===== src/rtl/mmio_confreg_resp_pkg.sv =====
// Shared definitions for the memory-mapped configuration register responder:
// register offsets, UART transmitter state encoding and a byte-lane merge helper.
package mmio_confreg_resp_pkg;

    localparam logic [15:0] CONFREG_LED       = 16'h0000;
    localparam logic [15:0] CONFREG_SW        = 16'h0004;
    localparam logic [15:0] CONFREG_TIMER     = 16'h0008;
    localparam logic [15:0] CONFREG_SCRATCH   = 16'h000C;
    localparam logic [15:0] CONFREG_UART_DATA = 16'h0010;
    localparam logic [15:0] CONFREG_UART_STAT = 16'h0014;

    typedef enum logic [1:0] {
        UART_IDLE,
        UART_START,
        UART_DATA,
        UART_STOP
    } uart_state_e;

    // Replace each byte lane of old_val whose enable bit is set with new_val.
    function automatic logic [31:0] byte_merge(input logic [31:0] old_val,
                                               input logic [31:0] new_val,
                                               input logic [3:0]  be);
        logic [31:0] res;
        res = old_val;
        for (int i = 0; i < 4; i++) begin
            if (be[i]) res[8*i +: 8] = new_val[8*i +: 8];
        end
        return res;
    endfunction

endpackage


===== src/rtl/mmio_confreg_resp_uart_tx_fsm.sv =====
// 8N1 UART transmitter: start bit, eight data bits LSB first, stop bit,
// each held for BAUD_DIV clock cycles.
module uart_tx_fsm
    import mmio_confreg_resp_pkg::*;
#(
    parameter int unsigned BAUD_DIV = 16
) (
    input  logic       clk,
    input  logic       rst,
    input  logic       start,
    input  logic [7:0] data,
    output logic       txd,
    output logic       busy
);

    localparam int unsigned CW = $clog2(BAUD_DIV);
    localparam logic [CW-1:0] BAUD_LAST = CW'(BAUD_DIV - 1);

    uart_state_e   state;
    logic [CW-1:0] baud_cnt;
    logic [2:0]    bit_idx;
    logic [7:0]    shreg;
    logic          bit_end;

    assign bit_end = (baud_cnt == BAUD_LAST);
    assign busy    = (state != UART_IDLE);

    // NOTE: state registers use non-blocking assignments so every flop samples
    // the pre-edge values of the others, independent of statement order.
    always_ff @(posedge clk or negedge rst) begin
        if (!rst) begin
            state    <= UART_IDLE;
            baud_cnt <= '0;
            bit_idx  <= '0;
            shreg    <= '0;
            txd      <= 1'b1;
        end else begin
            baud_cnt <= (state == UART_IDLE || bit_end) ? '0 : baud_cnt + 1'b1;
            case (state)
                UART_IDLE: begin
                    if (start) begin
                        state <= UART_START;
                        shreg <= data;
                        txd   <= 1'b0;
                    end
                end
                UART_START: begin
                    if (bit_end) begin
                        state   <= UART_DATA;
                        bit_idx <= '0;
                        txd     <= shreg[0];
                    end
                end
                UART_DATA: begin
                    if (bit_end) begin
                        if (bit_idx == 3'd7) begin
                            state <= UART_STOP;
                            txd   <= 1'b1;
                        end else begin
                            bit_idx <= bit_idx + 3'd1;
                            txd     <= shreg[bit_idx + 3'd1];
                        end
                    end
                end
                UART_STOP: begin
                    if (bit_end) state <= UART_IDLE;
                end
                default: state <= UART_IDLE;
            endcase
        end
    end

endmodule


===== src/rtl/mmio_confreg_resp.sv =====
// Peripheral-window responder on the data-side SRAM-like port: LED, switches,
// free-running timer, scratch and UART TX registers with one-cycle read latency.
module mmio_confreg_resp
    import mmio_confreg_resp_pkg::*;
#(
    parameter logic [15:0] BASE_HI  = 16'hBFAF,
    parameter int unsigned BAUD_DIV = 16,
    parameter int unsigned SW_SYNC  = 2
) (
    input  logic        clk,
    input  logic        rst,
    input  logic        en,
    input  logic [3:0]  wen,
    input  logic [31:0] addr,
    input  logic [31:0] wdata,
    output logic [31:0] rdata,
    input  logic [15:0] switch_i,
    output logic [15:0] led_o,
    output logic        uart_txd,
    output logic        uart_busy
);

    logic                      hit, rd_req, wr_req;
    logic [15:0]               offset;
    logic                      unused_addr_bits;
    logic [SW_SYNC-1:0][15:0]  sw_sync;
    logic [31:0]               timer, scratch, rd_val;
    logic                      overrun;
    logic                      uart_wr, uart_start, ovr_set, ovr_clr;

    assign hit              = en && (addr[31:16] == BASE_HI);
    assign rd_req           = hit && (wen == 4'b0000);
    assign wr_req           = hit && (wen != 4'b0000);
    assign offset           = {addr[15:2], 2'b00};
    assign unused_addr_bits = ^addr[1:0];

    assign uart_wr    = wr_req && (offset == CONFREG_UART_DATA) && wen[0];
    assign uart_start = uart_wr && !uart_busy;
    assign ovr_set    = uart_wr && uart_busy;
    assign ovr_clr    = wr_req && (offset == CONFREG_UART_STAT) && wen[0] && wdata[1];

    // NOTE: every output of a combinational block gets a default first, so
    // no path leaves it unassigned and no latch is inferred.
    always_comb begin
        rd_val = '0;
        case (offset)
            CONFREG_LED:       rd_val = {16'h0000, led_o};
            CONFREG_SW:        rd_val = {16'h0000, sw_sync[SW_SYNC-1]};
            CONFREG_TIMER:     rd_val = timer;
            CONFREG_SCRATCH:   rd_val = scratch;
            CONFREG_UART_STAT: rd_val = {30'h0, overrun, uart_busy};
            default:           rd_val = '0;
        endcase
    end

    // NOTE: the switch synchroniser is a handful of flops, not a RAM, so it is
    // cleared on reset like any other control register.
    always_ff @(posedge clk or negedge rst) begin
        if (!rst) begin
            sw_sync <= '0;
            rdata   <= '0;
            led_o   <= '0;
            timer   <= '0;
            scratch <= '0;
            overrun <= 1'b0;
        end else begin
            sw_sync <= {sw_sync[SW_SYNC-2:0], switch_i};
            // Reads see pre-edge contents; non-read cycles return zero.
            rdata   <= rd_req ? rd_val : '0;
            if (wr_req && offset == CONFREG_LED) begin
                if (wen[0]) led_o[7:0]  <= wdata[7:0];
                if (wen[1]) led_o[15:8] <= wdata[15:8];
            end
            // Written timer bytes load directly; the rest keep counting.
            timer <= byte_merge(timer + 32'd1, wdata,
                                (wr_req && offset == CONFREG_TIMER) ? wen : 4'b0000);
            if (wr_req && offset == CONFREG_SCRATCH)
                scratch <= byte_merge(scratch, wdata, wen);
            if (ovr_set)
                overrun <= 1'b1;
            else if (ovr_clr)
                overrun <= 1'b0;
        end
    end

    uart_tx_fsm #(
        .BAUD_DIV (BAUD_DIV)
    ) u_uart_tx (
        .clk   (clk),
        .rst   (rst),
        .start (uart_start),
        .data  (wdata[7:0]),
        .txd   (uart_txd),
        .busy  (uart_busy)
    );

endmodule

===== config.mk =====
export PLATFORM = sky130hd
export DESIGN_NAME = mmio_confreg_resp
export DESIGN_NICKNAME = d
export VERILOG_FILES = /design/src/rtl/mmio_confreg_resp_pkg.sv /design/src/rtl/mmio_confreg_resp_uart_tx_fsm.sv /design/src/rtl/mmio_confreg_resp.sv
export SDC_FILE = /design/constraint.sdc
export NUM_CORES = 1
export LEC_CHECK = 0
export ABC_AREA = 1
export CORE_MARGIN = 8
export CORE_UTILIZATION = 35
export DETAILED_ROUTE_END_ITERATION = 16
export SLEW_MARGIN = 20
export SYNTH_ARGS = -nofsm -noshare
export SYNTH_HDL_FRONTEND = slang
export SYNTH_HIERARCHICAL = 1
export SYNTH_SLANG_ARGS = --single-unit

===== constraint.sdc =====
create_clock -name clk -period 1.5 [get_ports clk]
set_input_delay 0.15 -clock clk [delete_from_list [all_inputs] [get_ports clk]]
set_output_delay 0.15 -clock clk [all_outputs]
set_load 0.01 [all_outputs]

==> results of run 1 <==
==> routing by layer <==
metal,up-vias,GRT usage,share of wire
met1,3666,0.207,0.42
met5,-,0,0
met2,156,0.302,0.52
met4,0,0.0536,0.017
met3,30,0.0337,0.040
li1,3813,-,-
==> cells by family after synthesis <==
logic type	share of synthesized area
AOI/OAI and AO/OA	0.0121
buffers and inverters	0.0603
DFF	0.506
and+or+nand+nor	0.377
adders and majority gates	0.0140
muxes	0.0112
xor gates and xnor gates	0.0195
==> stage by stage <==
stage	hold slack, ps	power, mW	instance area, um2
floorplan	-146	4.88	8070
global placement	57.0	5.46	10600
detailed placement	53.4	5.47	10600
CTS	133	9.85	11200
global route	140	10.3	12000
finish	145	9.93	12000
==> sequential cells by signal, summed over array words and instances (netlist names) <==
| name | cells |
|---|---|
| led_o | 16 |
| overrun | 1 |
| rdata | 32 |
| scratch | 32 |
| sw_sync | 32 |
| timer | 32 |
| u_uart_tx/baud_cnt | 4 |
| u_uart_tx/bit_idx | 3 |
| u_uart_tx/shreg | 8 |
| u_uart_tx/state | 2 |
| u_uart_tx/txd | 1 |
==> synthesized netlist by cell type (4+ instances only) <==
cell	number	area, um2
buf_6	4	45.0
nand2_2	4	25.0
inv_1	65	244
xor2_1	16	140
dfrtp_1	162	4050
o21ai_0	11	55.1
clkbuf_1	8	30.0
nand3_1	109	546
buf_4	5	37.5
nor2_1	118	443
mux2_2	8	90.1
ha_1	9	113
nor2_2	6	37.5
inv_2	6	22.5
nand4_1	64	400
buf_2	17	85.1
nand2_1	381	1430
o21ai_1	4	20.0
nor2_4	5	56.3
nand3b_1	8	60.1
==> worst reg2reg max path, stage by stage (launching register included) <==
cell and delay [ps]:
dfrtp_1 400, buf_6 130, ha_4 150, or2_4 270
a21oi_4 160, nor2b_4 190, o21ai_1 70, o21ai_1 80
==> layout make-up <==
cell class	instances	area share
clock buffer	18	0.0367
clock inverter	14	0.0119
inverter	71	0.0231
multi-input combinational	754	0.329
sequential	163	0.341
tap	285	0.0298
timing repair buffer	275	0.229
==> how the worst min path moves through the flow <==
stage | cells past startpoint | slack, ps | end | from
3_5_place_dp | 1 | 50 | rdata[26]$_DFF_PN0_ | rst
6_report | 1 | 150 | sw_sync[11]$_DFF_PN0_ | switch_i[11]
5_1_grt | 1 | 140 | sw_sync[0]$_DFF_PN0_ | switch_i[0]
4_1_cts | 1 | 130 | sw_sync[11]$_DFF_PN0_ | switch_i[11]
3_3_place_gp | 1 | 60 | rdata[26]$_DFF_PN0_ | rst
2_1_floorplan | 0 | -150 | led_o[0]$_DFFE_PN0P_ | rst
==> report_power, final <==
part           switching, mW  leakage, nW  internal [mW]
Combinational          0.544         3.59          0.537
Clock                   1.96        0.288           2.39
Sequential            0.0324         2.19           4.46
Total                   2.54         6.06           7.39
==> what timing repair did <==
action                                  4_1_cts  5_1_grt
endpoints found under the setup margin       54      133
hold endpoints to repair                    163        0
buffers inserted                              4       12
pin swaps                                     6       51
gates cloned                                  1        3
hold buffers                                  1        0
gates resized for setup                      35      168
==> metrics.md, run 1 <==
| Metric | Value |
|---|---|
| Run status | finished with violations |
| Failing checks | negative setup slack |
| CTS tree | built |
| Worst setup path end | u_uart_tx/state[0]$_DFFE_PN0P_ |
| Crit path cell chain | buf_6 -> ha_4 -> or2_4 -> a21oi_4 -> nor2b_4 -> o21ai_1 -> o21ai_1 |
| Setup_tns | -27.1 ps |
| Yosys reg bits | 163 |
| R2r worst-path depth | 7 |
| Num rows | 55 |
| Tightest Pin Transition | between 300 and 400 ps |
| Antenna Cells | 0 |
| DRT iter0 DRCs | between 400 and 500 |
| Critical Path Max Stage Delay | approximately 400 ps |
| Drt wl/cell | 15.4 um |
| Critical Path Start | u_uart_tx/state[1]$_DFFE_PN0P_ |
| Clk slew on worst S/H paths | roughly 70 ps |
| Gpl congestion | around 0.9 |
| DR vias/cell | ~4.9 |
| Final Non-Filler Cells | approximately 1,600 |
| Final min period | between 1500 and 2000 ps |
| CP Data Arrival Time | roughly 1900 ps |
| Max-slew violation count | 0 |
| Core area | about 23,000 um2 |
| Chip width | around 170 um |
| Post-Syn Area per Cell | between 7 and 8 um2 |
| Final setup skew | between 7 and 8 ps |
| Async S/R FF share, synth | 1.00 |
| Most common cell after layout, fill and taps aside | nand2_1 |
| Final Setup Violations | 1 |
| Die area | ~28,000 um2 |
| Worst flop-to-flop path startpoint | u_uart_tx/state[1]$_DFFE_PN0P_ |
| First-pass GRT wire length | about 39,000 um |
| Util after Layout | 0.529 |
| Setup crit end kind | register |
| All-Layer GR Usage | 0.171 |
| Starting Density | 0.356 |
| Worst Setup Start Kind | register |
| WS Path Type | reg -> reg |
| Routed wire length | 24,400 um |
| Initial antenna violation count | 0 |
| Syn. warnings | 6 |
| Critical path buffer and inverter count | 1 |
| I/O Buffers | 134 |
| Largest net degree at the start of global routing | 49 |
| Worst hold-check path type | in -> reg |
| Share of layout cells above drive strength 1 | 0.222 |
| Fmax | 0.655 GHz |
| Worst reg2reg path endpoint | u_uart_tx/state[0]$_DFFE_PN0P_ |
| Area of the multi-input gates | between 3000 and 4000 um2 |
| Register area share after synthesis | 0.506 |
| Mapped Cells | between 1,000 and 1,500 |
| Unrepaired setup endpoints after global routing | yes |
| Critical path depth | 7 |
| Final Hold Fails | 0 |
| Post-route clock period utilization | 1.02 |
| DRC viols | 0 |
| Distinct cells, synth | 32 |
| Hpwl dp | roughly 17,000 um |
| Worst reg2reg setup slack | -30 ps |
| Max-capacitance violation count | 0 |
| Mapped Nets | roughly 1,100 |
| Grt ovf | 0 |
| PwrDens | approximately 830 nW/um2 |
| Nets | 1,378 |
| Leak Pwr | 6.06 nW |
| CTS Sinks | ~160 |
| Vias in the first global route | 7,801 |
| FF/Latch Area | slightly above 4000 um2 |
| Area Growth Syn to Fin | 48.3% |
| Root Buffer | clkbuf_16 |
| Die height | approximately 170 um |
| Slowest-stage cell, CP | dfrtp_1 |
| Crit-path most repeated cell | o21ai_1 |
| Slew headroom | 0.793 |
| Final WS setup | -27.1 ps |
| Peak supply drop | between 0.0006 and 0.0007 V |
| Worst-Skew Late Latency | 440 ps |
| Drt pass-1 iters | 5 |
| Clock buffer count from CTS | 17 |
| Routed Antenna Nets | 0 |
| CP top delay family | simple AND/OR/NAND/NOR gates |
| I/O pins | about 140 |
| Most frequent cells in the layout | nand2_1 (365), dfrtp_1 (162), buf_4 (105) |
| Inst Count DP | 1,527 |
| Number of synthesized flops with an enable pin | 0 |
| Critical Path RT | 1860 ps |
| H-Tree Depth | 4 |
| Synthesized cell area | approximately 8000 um2 |
| Worst-path maximum fanout | 4 |
| Longest Clk Path Bufs | 2 |
| Commonest register cell after synthesis | dfrtp_1 |
| Via count | 7,665 |
| Filler cells | about 2,100 |
| Pre-CTS WS | -521 ps |
Note: power is estimated with default switching activity, not from simulation.
==> inputs of run 2 (changes only) <==
--- a/config.mk
+++ b/config.mk
@@ -8,6 +8,7 @@
 export ABC_AREA = 1
 export CORE_MARGIN = 8
 export CORE_UTILIZATION = 35
+export CTS_CLUSTER_SIZE = 28
 export DETAILED_ROUTE_END_ITERATION = 16
 export SLEW_MARGIN = 20
 export SYNTH_ARGS = -nofsm -noshare
==> results of run 2 <==
No change in the layout: final DEF, timing and power equal those of run 1.
